[src/rtl/demux_pkg.sv]
// Shared constants and FSM encoding for the 1-to-8 demux/deserializer.
package demux_pkg;

    localparam int LANES = 8;
    localparam int SEL_W = $clog2(LANES);

    // FSM encoding kept as plain constants so older code can compare against raw bits.
    typedef logic [0:0] state_t;
    localparam state_t IDLE    = 1'b0;
    localparam state_t COLLECT = 1'b1;

endpackage

[src/rtl/demux_lane_cnt.sv]
// Lane counter: selects the shadow lane for the next accepted auto-mode bit.
// Clear wins over load-to-1, which wins over increment; the lane-7 increment
// wraps to 0 by plain modulo arithmetic.
module demux_lane_cnt
    import demux_pkg::*;
(
    input  logic             clk,
    input  logic             clr,
    input  logic             load1,
    input  logic             en,
    output logic [SEL_W-1:0] cnt,
    output logic             last
);

    // Counter register with clear/load/enable priority.
    always_ff @(posedge clk) begin
        if (clr) begin
            cnt <= '0;
        end else if (load1) begin
            cnt <= SEL_W'(1);
        end else if (en) begin
            cnt <= cnt + SEL_W'(1);
        end
    end

    assign last = (cnt == SEL_W'(LANES - 1));

endmodule

[src/rtl/demux1_8_deser.sv]
// Sequential 1-to-8 demultiplexer / deserializer.
// Auto mode gathers eight bits in a shadow register and publishes them to
// q0..q7 in one cycle with a frame_done strobe; manual mode writes each
// accepted bit straight into the lane chosen by sel_ext.
module demux1_8_deser
    import demux_pkg::*;
(
    input  logic             clk,
    input  logic             rst,
    input  logic             din,
    input  logic             din_valid,
    input  logic             sof,
    input  logic             auto_en,
    input  logic [SEL_W-1:0] sel_ext,
    output logic             q0,
    output logic             q1,
    output logic             q2,
    output logic             q3,
    output logic             q4,
    output logic             q5,
    output logic             q6,
    output logic             q7,
    output logic [SEL_W-1:0] sel_cur,
    output logic             busy,
    output logic             frame_done
);

    state_t             state;
    logic [LANES-2:0]   shadow;
    logic [LANES-1:0]   lane_q;
    logic               cnt_clr;
    logic               cnt_load1;
    logic               cnt_en;
    logic               cnt_last;
    logic               accept_auto;

    assign accept_auto = auto_en & din_valid;
    assign cnt_clr     = rst | ~auto_en;
    assign cnt_load1   = accept_auto & sof;
    assign cnt_en      = accept_auto & ~sof & (state == COLLECT);

    demux_lane_cnt u_lane_cnt (
        .clk   (clk),
        .clr   (cnt_clr),
        .load1 (cnt_load1),
        .en    (cnt_en),
        .cnt   (sel_cur),
        .last  (cnt_last)
    );

    // FSM, shadow capture, atomic frame publish and manual lane writes.
    // The lane-7 bit goes straight to q7 so shadow only needs lanes 0..6.
    // When auto_en drops during COLLECT the abort takes precedence and q is
    // left untouched for that cycle.
    always_ff @(posedge clk) begin
        if (rst) begin
            state      <= IDLE;
            shadow     <= '0;
            lane_q     <= '0;
            frame_done <= 1'b0;
        end else begin
            frame_done <= 1'b0;
            if (!auto_en) begin
                state <= IDLE;
                if (din_valid && (state == IDLE)) begin
                    lane_q[sel_ext] <= din;
                end
            end else if (din_valid) begin
                if (sof) begin
                    shadow[0] <= din;
                    state     <= COLLECT;
                end else if (state == COLLECT) begin
                    if (cnt_last) begin
                        lane_q     <= {din, shadow};
                        frame_done <= 1'b1;
                        state      <= IDLE;
                    end else begin
                        shadow[sel_cur] <= din;
                    end
                end
            end
        end
    end

    assign busy = (state == COLLECT);

    assign q0 = lane_q[0];
    assign q1 = lane_q[1];
    assign q2 = lane_q[2];
    assign q3 = lane_q[3];
    assign q4 = lane_q[4];
    assign q5 = lane_q[5];
    assign q6 = lane_q[6];
    assign q7 = lane_q[7];

endmodule

[config.mk]
export PLATFORM = sky130hd
export DESIGN_NAME = demux1_8_deser
export DESIGN_NICKNAME = d
export VERILOG_FILES = /design/src/rtl/demux_pkg.sv /design/src/rtl/demux_lane_cnt.sv /design/src/rtl/demux1_8_deser.sv
export SDC_FILE = /design/constraint.sdc
export NUM_CORES = 1
export LEC_CHECK = 0
export ABC_AREA = 1
export ABC_CLOCK_PERIOD_IN_PS = 1800
export CAP_MARGIN = 20
export CORE_MARGIN = 3
export CORE_UTILIZATION = 50
export CTS_CLUSTER_SIZE = 30
export DETAILED_ROUTE_END_ITERATION = 6
export PLACE_DENSITY_LB_ADDON = 0.2
export SETUP_SLACK_MARGIN = 0.4
export SLEW_MARGIN = 20
export SYNTH_ARGS = -nofsm -noshare
export SYNTH_HDL_FRONTEND = slang
export SYNTH_SLANG_ARGS = --single-unit
[constraint.sdc]
create_clock -name clk -period 1.8 [get_ports clk]
set_clock_uncertainty 0.2 [all_clocks]
set_input_delay 0.27 -clock clk [delete_from_list [all_inputs] [get_ports clk]]
set_output_delay 0.27 -clock clk [all_outputs]
set_load 0.05 [all_outputs]
==> metrics, run 1 <==
run status=finished, final reports clean; Post-synth EDFFs=0; TNS Setup=0 ps; clock sinks=20; area of the core=between 2000 and 2500 µm²; routed via count=between 1k and 1.5k; Net Count, Synth=roughly 190; final WL=roughly 2800 µm; Seq cells post-synth=20; synth warn=0; Max-slew headroom=between 70% and 80%; Clk Latency, worst-skew pair=approximately 310 ps; synth-to-layout area growth=40.5%; DP Wirelength=around 2000 µm; Placed Area=roughly 1500 µm²; Hold Crit Class=in2reg; Layout fillers=roughly 150; gpl congestion=roughly 0.86; Arrival @ worst endpoint=between 1500 and 2000 ps; total gr overflow=0; Remaining DRCs=0; First DRT Iteration DRCs=34; H-tree depth=1; Final nets=229; Worst EP required=around 1800 ps; worst path bufs/invs=1; post-synth cell types=24; First-pass DRT Iterations=4; min cycle time layout=approximately 1500 ps; first-pass GRT wire length=between 4000 and 5000 µm; Syn Std Cell Area=approximately 1100 µm²; die span in y=53.8 µm; FP Rows=16; CTS tree=built; Clock Pin Slew Worst Setup and Hold Paths=~120 ps; initial antenna violation count=0; Placed Cells incl. Taps=~230; cells after synthesis=approximately 180; async set-reset flop share out of synthesis=0%; slowest stage delay, CP=around 380 ps; chip width=between 50 and 60 µm; CP Launch Type=register; Power Density=between 500 and 600 nW/µm²; CP most frequent cell=nand2_1; post-synthesis sequential area ratio=roughly a third; Top-Level Pins=22; fin crit share=between 80% and 90%; Clock Tree Buf Depth=2; number of global-route vias before repair=roughly 1.1k; CP Cell Sequence=ha_4 -> ha_4 -> inv_1 -> nand2_1 -> nand2_1 -> nand4_1 -> nand2_1 -> nor2_1; hold buffers post-CTS=0; share of layout cells above drive strength 1=approximately 26%; Final Setup Violations=0; ANT cells=0; RSZ-0062 raised after global routing=true; Worst-Margin Slew=around 320 ps; Vias per Instance=about 5; Hold Fails Final Rpt=0; Slew Limit Fails=0; CP Class=reg2reg; Peak supply drop=between 0.4 and 0.5 mV; Starting Density=55.4%; Global Route Usage Sum=22.6%; I/O Buffers=21; most frequent cells in the layout=nand2_1, nor2_1, inv_1, buf_4, dfxtp_1; Achievable Freq=between 600 and 700 MHz; synthesized area per cell=approximately 6.2 µm²; Main synth FF type=dfxtp_1; cts bufs inserted=3; Final Cell Area=approximately 1600 µm²; CP endpoint kind=register; Non-Filler Instances=244; max-cap check violation count=0; DR WL/cell=11.7 µm; Final ANT Viol Nets=0; crit-path leading delay family=flip-flops; die area=between 2000 and 3000 µm²; most common cell after layout, fill and taps aside=nand2_1; clk root buf=clkbuf_4; P_leak=between 0.7 and 0.8 nW; largest net degree at the start of global routing=15; Slowest cell on crit path=dfxtp_4; CP max FO=4
-- flip-flops by register name, summed over array words and instances, names as in the netlist --
register / cells
lane_q: 8
shadow: 7
u_lane_cnt.cnt: 3
busy: 1
frame_done: 1
-- repair_timing --
action | in CTS | in global routing
pin swaps | 9 | 2
gates cloned | 0 | 0
resized for setup | 10 | 6
endpoints found under the setup margin | 19 | 20
buffers inserted | 6 | 1
-- final cells by class --
cell class | instances | area [µm²] | share of cell area (%)
clock buffer | 4 | 26.3 | 1.64
multi-input combinational | 136 | 759 | 47.3
timing repair buffer | 33 | 280 | 17.5
tap | 27 | 33.8 | 2.10
inverter | 24 | 90.1 | 5.61
sequential | 20 | 415 | 25.9
-- cells in the mapped netlist (all sizes together) (2+ instances only) --
cell type / n / area, µm²
nor2: 38 / 153
o21ai: 6 / 30.0
a21oi: 2 / 10.0
o22ai: 3 / 18.8
a21boi: 2 / 26.3
nand2: 54 / 208
buf: 3 / 15.0
inv: 23 / 86.3
nand3: 20 / 105
ha: 2 / 25.0
a31oi: 2 / 12.5
dfxtp: 20 / 400
nor3: 3 / 20.0
a211oi: 2 / 15.0
-- routing by layer --
metal	track usage, %	vias up	wire [µm]
met2	38.1	32	1380
met3	3.05	2	147
met4	8.51	0	36
li1	-	647	-
met1	29.0	538	1290
met5	0	-	0
-- path summary, 6_finish.rpt --
path	cells past startpoint	slack [ps]	start	to
worst min-delay path	2	210	din_valid	busy$_SDFFE_PP0P_
worst min register to register	2	290	shadow[4]$_SDFFE_PP0P_	shadow[4]$_SDFFE_PP0P_
worst max register to register	8	300	u_lane_cnt.cnt[1]$_SDFFE_PP0P_	shadow[0]$_SDFFE_PP0P_
worst max-delay path	8	300	u_lane_cnt.cnt[1]$_SDFFE_PP0P_	shadow[0]$_SDFFE_PP0P_
-- logic make-up (layout without fill, tap and decap cells) --
family | after synthesis | count (layout) | share of synthesized area [%]
simple gates | 117 | 117 | 43.7
buf+inv | 27 | 61 | 9.20
flops | 20 | 20 | 35.0
compound gates | 17 | 17 | 9.86
fa+ha+maj | 2 | 2 | 2.19
-- power breakdown --
part           leakage, nW  total, mW  switching, mW  internal, mW
logic                0.568      0.214          0.135        0.0785
registers            0.166      0.461        0.00976         0.451
clock network       0.0150      0.230          0.143        0.0865
total                0.748      0.904          0.288         0.616
-- worst reg2reg max path, delay by kind of cell, from the launching register on --
family                   cells  cell delay (ps)
flip-flops                   1              380
AND/OR/NAND/NOR              5              370
adder cells (fa/ha/maj)      2              350
buffers and inverters        1              110
-- per-stage QoR --
step / utilization, % / power (mW) / hold WS [ps] / worst slack (ps)
2_1_floorplan: - / 0.601 / 139 / 294
3_3_place_gp: 71.4 / 0.664 / 252 / 10.3
3_5_place_dp: 71.4 / 0.669 / 260 / -30.0
4_1_cts: 76.5 / 0.908 / 196 / 340
5_1_grt: 77.9 / 0.956 / 229 / 217
6_report: 77.9 / 0.904 / 207 / 300
No activity file was read; power rests on OpenSTA's default activity.
==> run 2, diff against run 1 <==
ABC_CLOCK_PERIOD_IN_PS = 1500   (was 1800)
clock period = 1.5 ns   (was 1.8 ns; I/O delays follow)
==> metrics, run 2 (same netlist as run 1, synthesis figures left out) <==
final WL=4810 µm (+69%); Final nets=236 (+3.1%); Sw Ratio=34.8% (+2.9 points); fin crit share=108% (+25 points); run status=finished with violations; CP Launch Type=register; area of the core=2060 µm² (unchanged); Int Pwr=0.792 mW (+29%); ANT cells=0 (unchanged); die span in y=53.8 µm (unchanged); min cycle time layout=1620 ps (+123 ps); most frequent cells in the layout=nand2_1, nor2_1, inv_1; First DRT Iteration DRCs=108 (+220%); Hold WS=133 ps (-73.5 ps); Power Density=637 nW/µm² (+13%); cts bufs inserted=3 (unchanged); worst reg2reg path depth=8 (unchanged); Achievable Freq=616 MHz (-7.6%); hold buffers post-CTS=0 (unchanged); Placed Area=1690 µm² (+15%); max-cap check violation count=0 (unchanged); Hold Path Cell Cnt=2 (unchanged); CP Class=reg2reg; DR WL/cell=19.2 µm (+64%); First-pass DRT Iterations=5 (+1); largest net degree at the start of global routing=15 (unchanged); overall power=1.21 mW (+34%); FP Rows=16 (unchanged); initial antenna violation count=0 (unchanged); I/O Buffers=21 (unchanged); Hold Fails Final Rpt=0 (unchanged); clock sinks=20 (unchanged); CP endpoint kind=register; clock power share=25.3% (about the same); Peak supply drop=0.602 mV (+27%); first-pass GRT wire length=6530 µm (+37%); Starting Density=55.4% (unchanged); Remaining DRCs=0 (unchanged); P_leak=0.830 nW (+11%); chip width=53.8 µm (unchanged); Max-slew headroom=66.2% (-13 points); Layout fillers=79 (-46%); share of total power in combinational logic=28.2% (+4.6 points); Global Route Usage Sum=31.9% (+9.3 points); Slew Limit Fails=0 (unchanged); Clk Latency, worst-skew pair=330 ps (+20 ps); Top-Level Pins=22 (unchanged); Final Cell Area=1910 µm² (+19%); fin worst setup slack=-123 ps (-423 ps); H-tree depth=1 (unchanged); die area=2890 µm² (unchanged); Final ANT Viol Nets=0 (unchanged); synth-to-layout area growth=66.8%; number of global-route vias before repair=1382 (+26%); Clock Tree Buf Depth=2 (unchanged); CTS tree=built; Switch Pwr=0.423 mW (+47%); Final Setup Violations=16 (+16); Largest register FFs=8 (unchanged); TNS Setup=-636 ps (-636 ps); Vias per Instance=6.02 (+20%); routed via count=1510 (+24%); CP max FO=8 (+4); Top reg by flops=lane_q; Setup WS pre-CTS=-351 ps (-321 ps); Worst-Margin Slew=506 ps (+191 ps); Clock Pin Slew Worst Setup and Hold Paths=140 ps (+20 ps); Worst EP required=1560 ps (-260 ps); DP Wirelength=2520 µm (+25%); failing checks=negative setup slack; gpl congestion=0.959 (+12%); share of layout cells above drive strength 1=39.3% (+13 points); RSZ-0062 raised after global routing=true; clk root buf=clkbuf_4; Hold Crit Class=in2reg; total gr overflow=0 (unchanged); Sequential Power Share=46.5% (-4.5 points); largest registers=lane_q x8, shadow x7, u_lane_cnt.cnt x3; Arrival @ worst endpoint=1690 ps (+170 ps); most common cell after layout, fill and taps aside=nand2_1
## run 2: metrics by stage
step / std cells / utilization (%)
floorplan: 183 / -
global placement: 239 / 82.0
detailed placement: 239 / 82.0
CTS: 247 / 87.6
global route: 251 / 92.4
finish: 251 / 92.4
## run 2: worst paths after layout
path                                  startpoint  slack (ps)                endpoint
hold reg to reg           shadow[4]$_SDFFE_PP0P_         270  shadow[4]$_SDFFE_PP0P_
setup reg to reg  u_lane_cnt.cnt[1]$_SDFFE_PP0P_        -120  lane_q[7]$_SDFFE_PP0P_
hold / removal                         din_valid         130       busy$_SDFFE_PP0P_
setup / recovery  u_lane_cnt.cnt[1]$_SDFFE_PP0P_        -120  lane_q[7]$_SDFFE_PP0P_
## run 2: power groups by stage
stage          registers [mW]  clock network [mW]  logic (mW)
2_1_floorplan           0.616                   0       0.105
3_3_place_gp            0.574                   0       0.280
3_5_place_dp            0.575                   0       0.291
4_1_cts                 0.564               0.286       0.309
5_1_grt                 0.566               0.323       0.359
6_report                0.565               0.307       0.343
## run 2: final cells by class
class / count / area, µm² / share of cell area, %
Tap cell: 27 / 33.8 / 1.77
Sequential cell: 20 / 427 / 22.4
Clock buffer: 4 / 26.3 / 1.38
Multi-Input combinational cell: 136 / 818 / 42.9
Timing Repair Buffer: 40 / 504 / 26.5
Inverter: 24 / 96.3 / 5.06
## run 2: repair_timing
item	in CTS	in global routing
gates cloned	0	0
endpoints found under the setup margin	33	33
pin swaps	8	3
gates resized for setup	25	21
setup buffers	4	4
## run 2: metal layers
metal	track usage [%]	wire length (µm)	up-vias	share of wire (%)
met3	5.54	490	35	10
met5	0	0	-	0
li1	-	-	664	-
met2	53.2	2280	120	47
met1	37.6	1770	691	37
met4	20.0	262	0	5.4
## run 2: critical path, stage by stage (launching register included)
cell	delay (ps)
dfxtp_4	390
ha_4	140
ha_4	180
nand3_4	110
nand2_8	130
nand3_2	120
nand2_1	140
nand2_1	60
nor2_1	90
